### config.mk
export PLATFORM = sky130hd
export DESIGN_NAME = vme_wr_arbiter
export DESIGN_NICKNAME = d
export VERILOG_FILES = /design/src/rtl/vme_wr_arbiter.sv
export SDC_FILE = /design/constraint.sdc
export NUM_CORES = 1
export LEC_CHECK = 0
export ABC_AREA = 1
export CELL_PAD_IN_SITES_DETAIL_PLACEMENT = 0
export CELL_PAD_IN_SITES_GLOBAL_PLACEMENT = 1
export CORE_MARGIN = 2
export CORE_UTILIZATION = 12
export CTS_BUF_LIST = sky130_fd_sc_hd__clkbuf_4
export CTS_CLUSTER_DIAMETER = 60
export DETAILED_ROUTE_END_ITERATION = 12
export GPL_ROUTABILITY_DRIVEN = 0
export HOLD_SLACK_MARGIN = 0.02
export PLACE_DENSITY_LB_ADDON = 0.1
export SYNTH_ARGS = -nofsm -noshare
export SYNTH_HDL_FRONTEND = slang
export SYNTH_SLANG_ARGS = --single-unit
### constraint.sdc
create_clock -name clock -period 1.3 [get_ports clock]
set_input_delay 0.26 -clock clock [delete_from_list [all_inputs] [get_ports clock]]
set_output_delay 0.26 -clock clock [all_outputs]
set_load 0.02 [all_outputs]
### src/rtl/vme_wr_arbiter.sv
`default_nettype none
// ============================================================================
// Module   : vme_wr_arbiter
// Brief    : Round-robin owner of the single VME write channel, held from
//            command acceptance through data and ack for one requester.
// Revision : 1.0
// ============================================================================
module vme_wr_arbiter #(
    parameter int NUM_REQ = 2,
    parameter int ADDR_W  = 32,
    parameter int LEN_W   = 8,
    parameter int DATA_W  = 64
) (
    input  logic                        clock,
    input  logic                        reset,

    input  logic [NUM_REQ-1:0]          io_req_cmd_valid,
    output logic [NUM_REQ-1:0]          io_req_cmd_ready,
    input  logic [NUM_REQ*ADDR_W-1:0]   io_req_cmd_bits_addr,
    input  logic [NUM_REQ*LEN_W-1:0]    io_req_cmd_bits_len,
    input  logic [NUM_REQ-1:0]          io_req_data_valid,
    output logic [NUM_REQ-1:0]          io_req_data_ready,
    input  logic [NUM_REQ*DATA_W-1:0]   io_req_data_bits_data,
    output logic [NUM_REQ-1:0]          io_req_ack,

    output logic                        io_vme_wr_cmd_valid,
    input  logic                        io_vme_wr_cmd_ready,
    output logic [ADDR_W-1:0]           io_vme_wr_cmd_bits_addr,
    output logic [LEN_W-1:0]            io_vme_wr_cmd_bits_len,
    output logic                        io_vme_wr_data_valid,
    input  logic                        io_vme_wr_data_ready,
    output logic [DATA_W-1:0]           io_vme_wr_data_bits_data,
    input  logic                        io_vme_wr_ack,

    output logic [NUM_REQ-1:0]          io_grant,
    output logic                        io_busy,
    output logic                        io_err
);

    localparam int IDX_W = (NUM_REQ > 1) ? $clog2(NUM_REQ) : 1;

    localparam logic [1:0] ST_IDLE     = 2'd0;
    localparam logic [1:0] ST_CMD      = 2'd1;
    localparam logic [1:0] ST_DATA     = 2'd2;
    localparam logic [1:0] ST_WAIT_ACK = 2'd3;

    logic [1:0]         state_q, state_d;
    logic [NUM_REQ-1:0] grant_q, grant_d;
    logic [IDX_W-1:0]   last_q,  last_d;
    logic [LEN_W-1:0]   beats_q, beats_d;
    logic               err_q,   err_d;

    logic [NUM_REQ-1:0] w_pick;
    logic [IDX_W-1:0]   w_gidx;
    logic               w_own_cmd_valid;
    logic [ADDR_W-1:0]  w_own_addr;
    logic [LEN_W-1:0]   w_own_len;
    logic               w_own_data_valid;
    logic [DATA_W-1:0]  w_own_data;
    logic               w_cmd_fire;
    logic               w_data_fire;

    // Round-robin pick: scanning k from far to near lets the nearest
    // valid requester after last_q overwrite any farther candidate.
    always_comb begin
        w_pick = '0;
        for (int k = NUM_REQ; k >= 1; k--) begin
            for (int j = 0; j < NUM_REQ; j++) begin
                if ((j == ((int'(last_q) + k) % NUM_REQ)) && io_req_cmd_valid[j]) begin
                    w_pick    = '0;
                    w_pick[j] = 1'b1;
                end
            end
        end
    end

    // Owner-side mux driven by the one-hot grant; all-zero while idle.
    always_comb begin
        w_gidx           = '0;
        w_own_cmd_valid  = 1'b0;
        w_own_addr       = '0;
        w_own_len        = '0;
        w_own_data_valid = 1'b0;
        w_own_data       = '0;
        for (int j = 0; j < NUM_REQ; j++) begin
            if (grant_q[j]) begin
                w_gidx           = IDX_W'(j);
                w_own_cmd_valid  = io_req_cmd_valid[j];
                w_own_addr       = io_req_cmd_bits_addr[j*ADDR_W +: ADDR_W];
                w_own_len        = io_req_cmd_bits_len[j*LEN_W +: LEN_W];
                w_own_data_valid = io_req_data_valid[j];
                w_own_data       = io_req_data_bits_data[j*DATA_W +: DATA_W];
            end
        end
    end

    assign w_cmd_fire  = (state_q == ST_CMD)  && w_own_cmd_valid  && io_vme_wr_cmd_ready;
    assign w_data_fire = (state_q == ST_DATA) && w_own_data_valid && io_vme_wr_data_ready;

    always_ff @(posedge clock or negedge reset) begin
        if (!reset) begin
            state_q <= ST_IDLE;
            grant_q <= '0;
            last_q  <= IDX_W'(NUM_REQ - 1);
            beats_q <= '0;
            err_q   <= 1'b0;
        end else begin
            state_q <= state_d;
            grant_q <= grant_d;
            last_q  <= last_d;
            beats_q <= beats_d;
            err_q   <= err_d;
        end
    end

    always_comb begin
        state_d = state_q;
        grant_d = grant_q;
        last_d  = last_q;
        beats_d = beats_q;
        err_d   = err_q;
        case (state_q)
            ST_IDLE: begin
                if (|io_req_cmd_valid) begin
                    grant_d = w_pick;
                    state_d = ST_CMD;
                end
            end
            ST_CMD: begin
                if (w_cmd_fire) begin
                    beats_d = w_own_len;
                    state_d = ST_DATA;
                end
            end
            ST_DATA: begin
                if (w_data_fire) begin
                    if (beats_q == '0) begin
                        state_d = ST_WAIT_ACK;
                    end else begin
                        beats_d = beats_q - 1'b1;
                    end
                end
            end
            ST_WAIT_ACK: begin
                if (io_vme_wr_ack) begin
                    last_d  = w_gidx;
                    grant_d = '0;
                    state_d = ST_IDLE;
                end
            end
            default: state_d = ST_IDLE;
        endcase
        // An ack outside WAIT_ACK has no owner to go to; it is only recorded.
        if (io_vme_wr_ack && (state_q != ST_WAIT_ACK)) begin
            err_d = 1'b1;
        end
    end

    always_comb begin
        io_vme_wr_cmd_valid      = (state_q == ST_CMD) && w_own_cmd_valid;
        io_vme_wr_cmd_bits_addr  = w_own_addr;
        io_vme_wr_cmd_bits_len   = w_own_len;
        io_req_cmd_ready         = ((state_q == ST_CMD) && io_vme_wr_cmd_ready) ? grant_q : '0;
        io_vme_wr_data_valid     = (state_q == ST_DATA) && w_own_data_valid;
        io_vme_wr_data_bits_data = w_own_data;
        io_req_data_ready        = ((state_q == ST_DATA) && io_vme_wr_data_ready) ? grant_q : '0;
        io_req_ack               = ((state_q == ST_WAIT_ACK) && io_vme_wr_ack) ? grant_q : '0;
        io_grant                 = grant_q;
        io_busy                  = (state_q != ST_IDLE);
        io_err                   = err_q;
    end

endmodule
`default_nettype wire

==> qor.yml <==
routing:
  vias: 3861
  met3WireLength_um: 1430
  ant_nets: 0
  highest_layer: "met4"
  first_pass_iters: 4
  wl_per_cell_um: 17.0
  wl_met1_um: 5770
  drt_iter0_drc: 138
  drc: 0
  routed_via_density: 4.21
  drt-total-wl_um: 15600
  routed-wl-met2_um: 8340
cells_and_area:
  seqCellArea_um2: 358
  fin_cells: 918
  drive_gt1_share_pct: 39.9
  multi_input_area_um2: 2170
  fin_nets: 914
  syn2layout_area_growth_pct: 212
  final_util_pct: 38.2
  fill_cells: 1834
  finish.instance_area_um2: 6860
  antenna_cells: 0
synth:
  synthAdderAreaFrac_pct: 3.98
  synth_mux_area_share_pct: 0
  yosysSeqAreaShare_pct: 16.0
  synth_cell_types: 33
  ys_ff_latch: 14
  synth.avg_cell_area_um2: 7.10
  syn_area_um2: 2200
  synth_nets: 534
  synth-simple-area-share_pct: 25.4
  syn_inst: 310
  synth_top_family_by_area: "compound AO/OA/AOI/OAI gates"
  synth_compound_area_share_pct: 44.1
  yosys_warnings: 0
  synth_xor_area_share_pct: 0.398
pwr:
  ir_drop_v: 0.000955
  power.density_nw_per_um2: 2170
  power_leakage_nw: 3.13
  power_mw: 14.8
sta:
  setup_viol: 126
  maxSlewHeadroom_pct: 85.4
  max_freq_ghz: 0.517
  fin_skew_ns: 0.00547
  final-hold-violation-count: 0
  slew_viol_final: 0
  fin_hold_ws_ns: 0.283
  rsz0062_at_grt: "yes"
  tightest_slew_ns: 0.219
  finalCriticalPeriod_ns: 1.93
  finalCritPeriodShare_pct: 149
  setup_tns_ns: -61.64
  setup_slack_ns: -0.634
critical_path:
  cp-startpoint: "io_grant[1]"
  startpoint_type: "flop"
  end_kind: "primary output"
  reg2reg_depth: 10
  crit_path_max_fanout: 9
  worstPathCellList: "nor2_4 -> buf_12 -> buf_4 -> a22o_4 -> clkdlybuf4s15_2"
  cp.required_ns: 1.04
  path_buf_inv: 3
  timing_worst_setup_path_type: "flop to primary output"
  path_delay_family: "buffers and inverters"
  reg2reg_to: "beats_q[3]"
  critical_path.max_stage_delay_ns: 0.52
  slowest_stage: "dfrtp_4"
  worstPathArrival_ns: 1.67
  regToRegSetupSlack_ns: -0.43
  reg2reg_from: "io_grant[1]"
global_route:
  grt_max_degree: 35
  grt_pass1_vias: 3968
  grtUsageTotal_pct: 15.2
  grt_pass1_wl_um: 23400
  antenna_found_initial: 0
  grt_overflow_total: 0
run_status:
  violations: "setup timing"
  status: "finished with violations"
flow_run:
  max-cap-violations: 0
clocking:
  clockRootBuffer: "clkbuf_4"
  numClockSinks: 14
  ctsHoldBuffers: 0
  cts_made_buffers: 3
  path_clk_slew_ns: 0.10
  cts_max_level: 1
  clock_latency_ns: 0.29
  cts_buffer_depth: 2
  cts_tree: "done"
placement:
  io_buffers: 332
  preCtsSetupSlack_ns: -0.717
  dpl_cell_area_um2: 6600
  dp.cells: 899
  dp_hpwl_um: 13200
floorplan:
  die-area_um2: 19400
  ios: 333
  die_w_um: 139
  core_area_um2: 18000
  start_util_pct: 12.2
  die_h_um: 139
  rows: 49
worst_hold_path:
  min_path_type: "primary input to asynchronous set/reset pin"
## registers in the layout, summed over array words and instances (netlist names)
name	flops
state_q	2
io_err	1
io_grant	2
beats_q	8
last_q	1
## synthesized netlist by cell type
cell type / count / area [µm²]
a22o_1: 96 / 841
nand2_1: 91 / 342
buf_2: 18 / 90.1
inv_1: 18 / 67.6
nor2_1: 16 / 60.1
dfrtp_1: 13 / 325
o21ai_0: 8 / 40.0
ha_1: 7 / 87.6
buf_4: 6 / 45.0
nand2_2: 4 / 25.0
nand3_1: 4 / 20.0
nor3_1: 4 / 20.0
o21bai_1: 3 / 22.5
nand4_1: 2 / 12.5
nor2_2: 2 / 12.5
a21o_1: 1 / 7.51
a21oi_1: 1 / 5.00
a22oi_1: 1 / 7.51
a31oi_1: 1 / 6.26
buf_6: 1 / 11.3
clkbuf_1: 1 / 3.75
dfstp_2: 1 / 26.3
inv_4: 1 / 6.26
nand2_4: 1 / 11.3
nand3_2: 1 / 10.0
nand3b_1: 1 / 7.51
nor2_4: 1 / 11.3
nor2_8: 1 / 20.0
o21ai_1: 1 / 5.00
o21ai_4: 1 / 16.3
o21bai_4: 1 / 18.8
or2_2: 1 / 6.26
xnor2_1: 1 / 8.76
## what timing repair did
| item | CTS | global route |
|---|---|---|
| buffers inserted | 13 | 3 |
| cloned | 0 | 1 |
| setup endpoints to repair | 128 | 128 |
| pin swaps | 8 | 9 |
| resized for setup | 496 | 80 |
## worst register-to-register path: cells and delay by family, from the launching register on
family | cells | cell delay, ns
compound gates | 1 | 0.16
simple gates | 6 | 0.56
flops | 1 | 0.52
buf+inv | 3 | 0.44
## where the power goes
| group | internal (mW) | switching, mW |
|---|---|---|
| sequential | 0.658 | 0.168 |
| clock | 0.112 | 0.171 |
| combinational | 6.84 | 6.89 |
| total | 7.61 | 7.23 |
## cell usage in the layout (no fill, tap or decap), drive strengths merged, types with 2 or more instances in the layout
cell | synthesis | layout
a22o | 96 | 96
o21bai | 4 | 4
clkdlybuf4s15 | 0 | 21
dfrtp | 13 | 13
nand3 | 5 | 5
o21ai | 10 | 10
nor3 | 4 | 4
nand2 | 96 | 96
nand4 | 2 | 2
ha | 7 | 7
inv | 19 | 19
clkbuf | 1 | 17
nor2 | 20 | 20
clkdlybuf4s50 | 0 | 216
buf | 25 | 150
## worst max-delay path by stage
| stage | slack [ns] | to | cells after the start |
|---|---|---|---|
| final | -0.63 | io_vme_wr_data_bits_data[62] | 5 |
| after global routing | -0.72 | io_vme_wr_data_bits_data[6] | 5 |
| after CTS | -0.67 | io_vme_wr_cmd_bits_addr[8] | 5 |
| after detailed placement | -0.72 | io_vme_wr_data_bits_data[16] | 5 |
| after global placement | -0.71 | io_vme_wr_cmd_bits_len[0] | 6 |
| after floorplan | -0.17 | io_vme_wr_data_bits_data[10] | 5 |
## logic make-up after synthesis
| group | after synthesis |
|---|---|
| XOR/XNOR | 1 |
| AO/OA/AOI/OAI | 114 |
| flip-flops | 14 |
| AND/OR/NAND/NOR | 129 |
| adder cells (fa/ha/maj) | 7 |
| buffers and inverters | 45 |
## routing by layer
metal | track usage [%] | vias to the layer above
met1 | 16.9 | 1763
li1 | - | 1880
met4 | 1.33 | 0
met2 | 29.5 | 214
met3 | 4.37 | 4
met5 | 0 | -
## area by class of cell
type / count / share of cell area (%)
Clock buffer: 3 / 0.329
Clock inverter: 1 / 0.0548
Inverter: 19 / 1.41
Multi-Input combinational cell: 251 / 31.6
Sequential cell: 14 / 5.22
Tap cell: 229 / 4.18
Timing Repair Buffer: 401 / 57.2
Power figures use the tool's default switching activity.
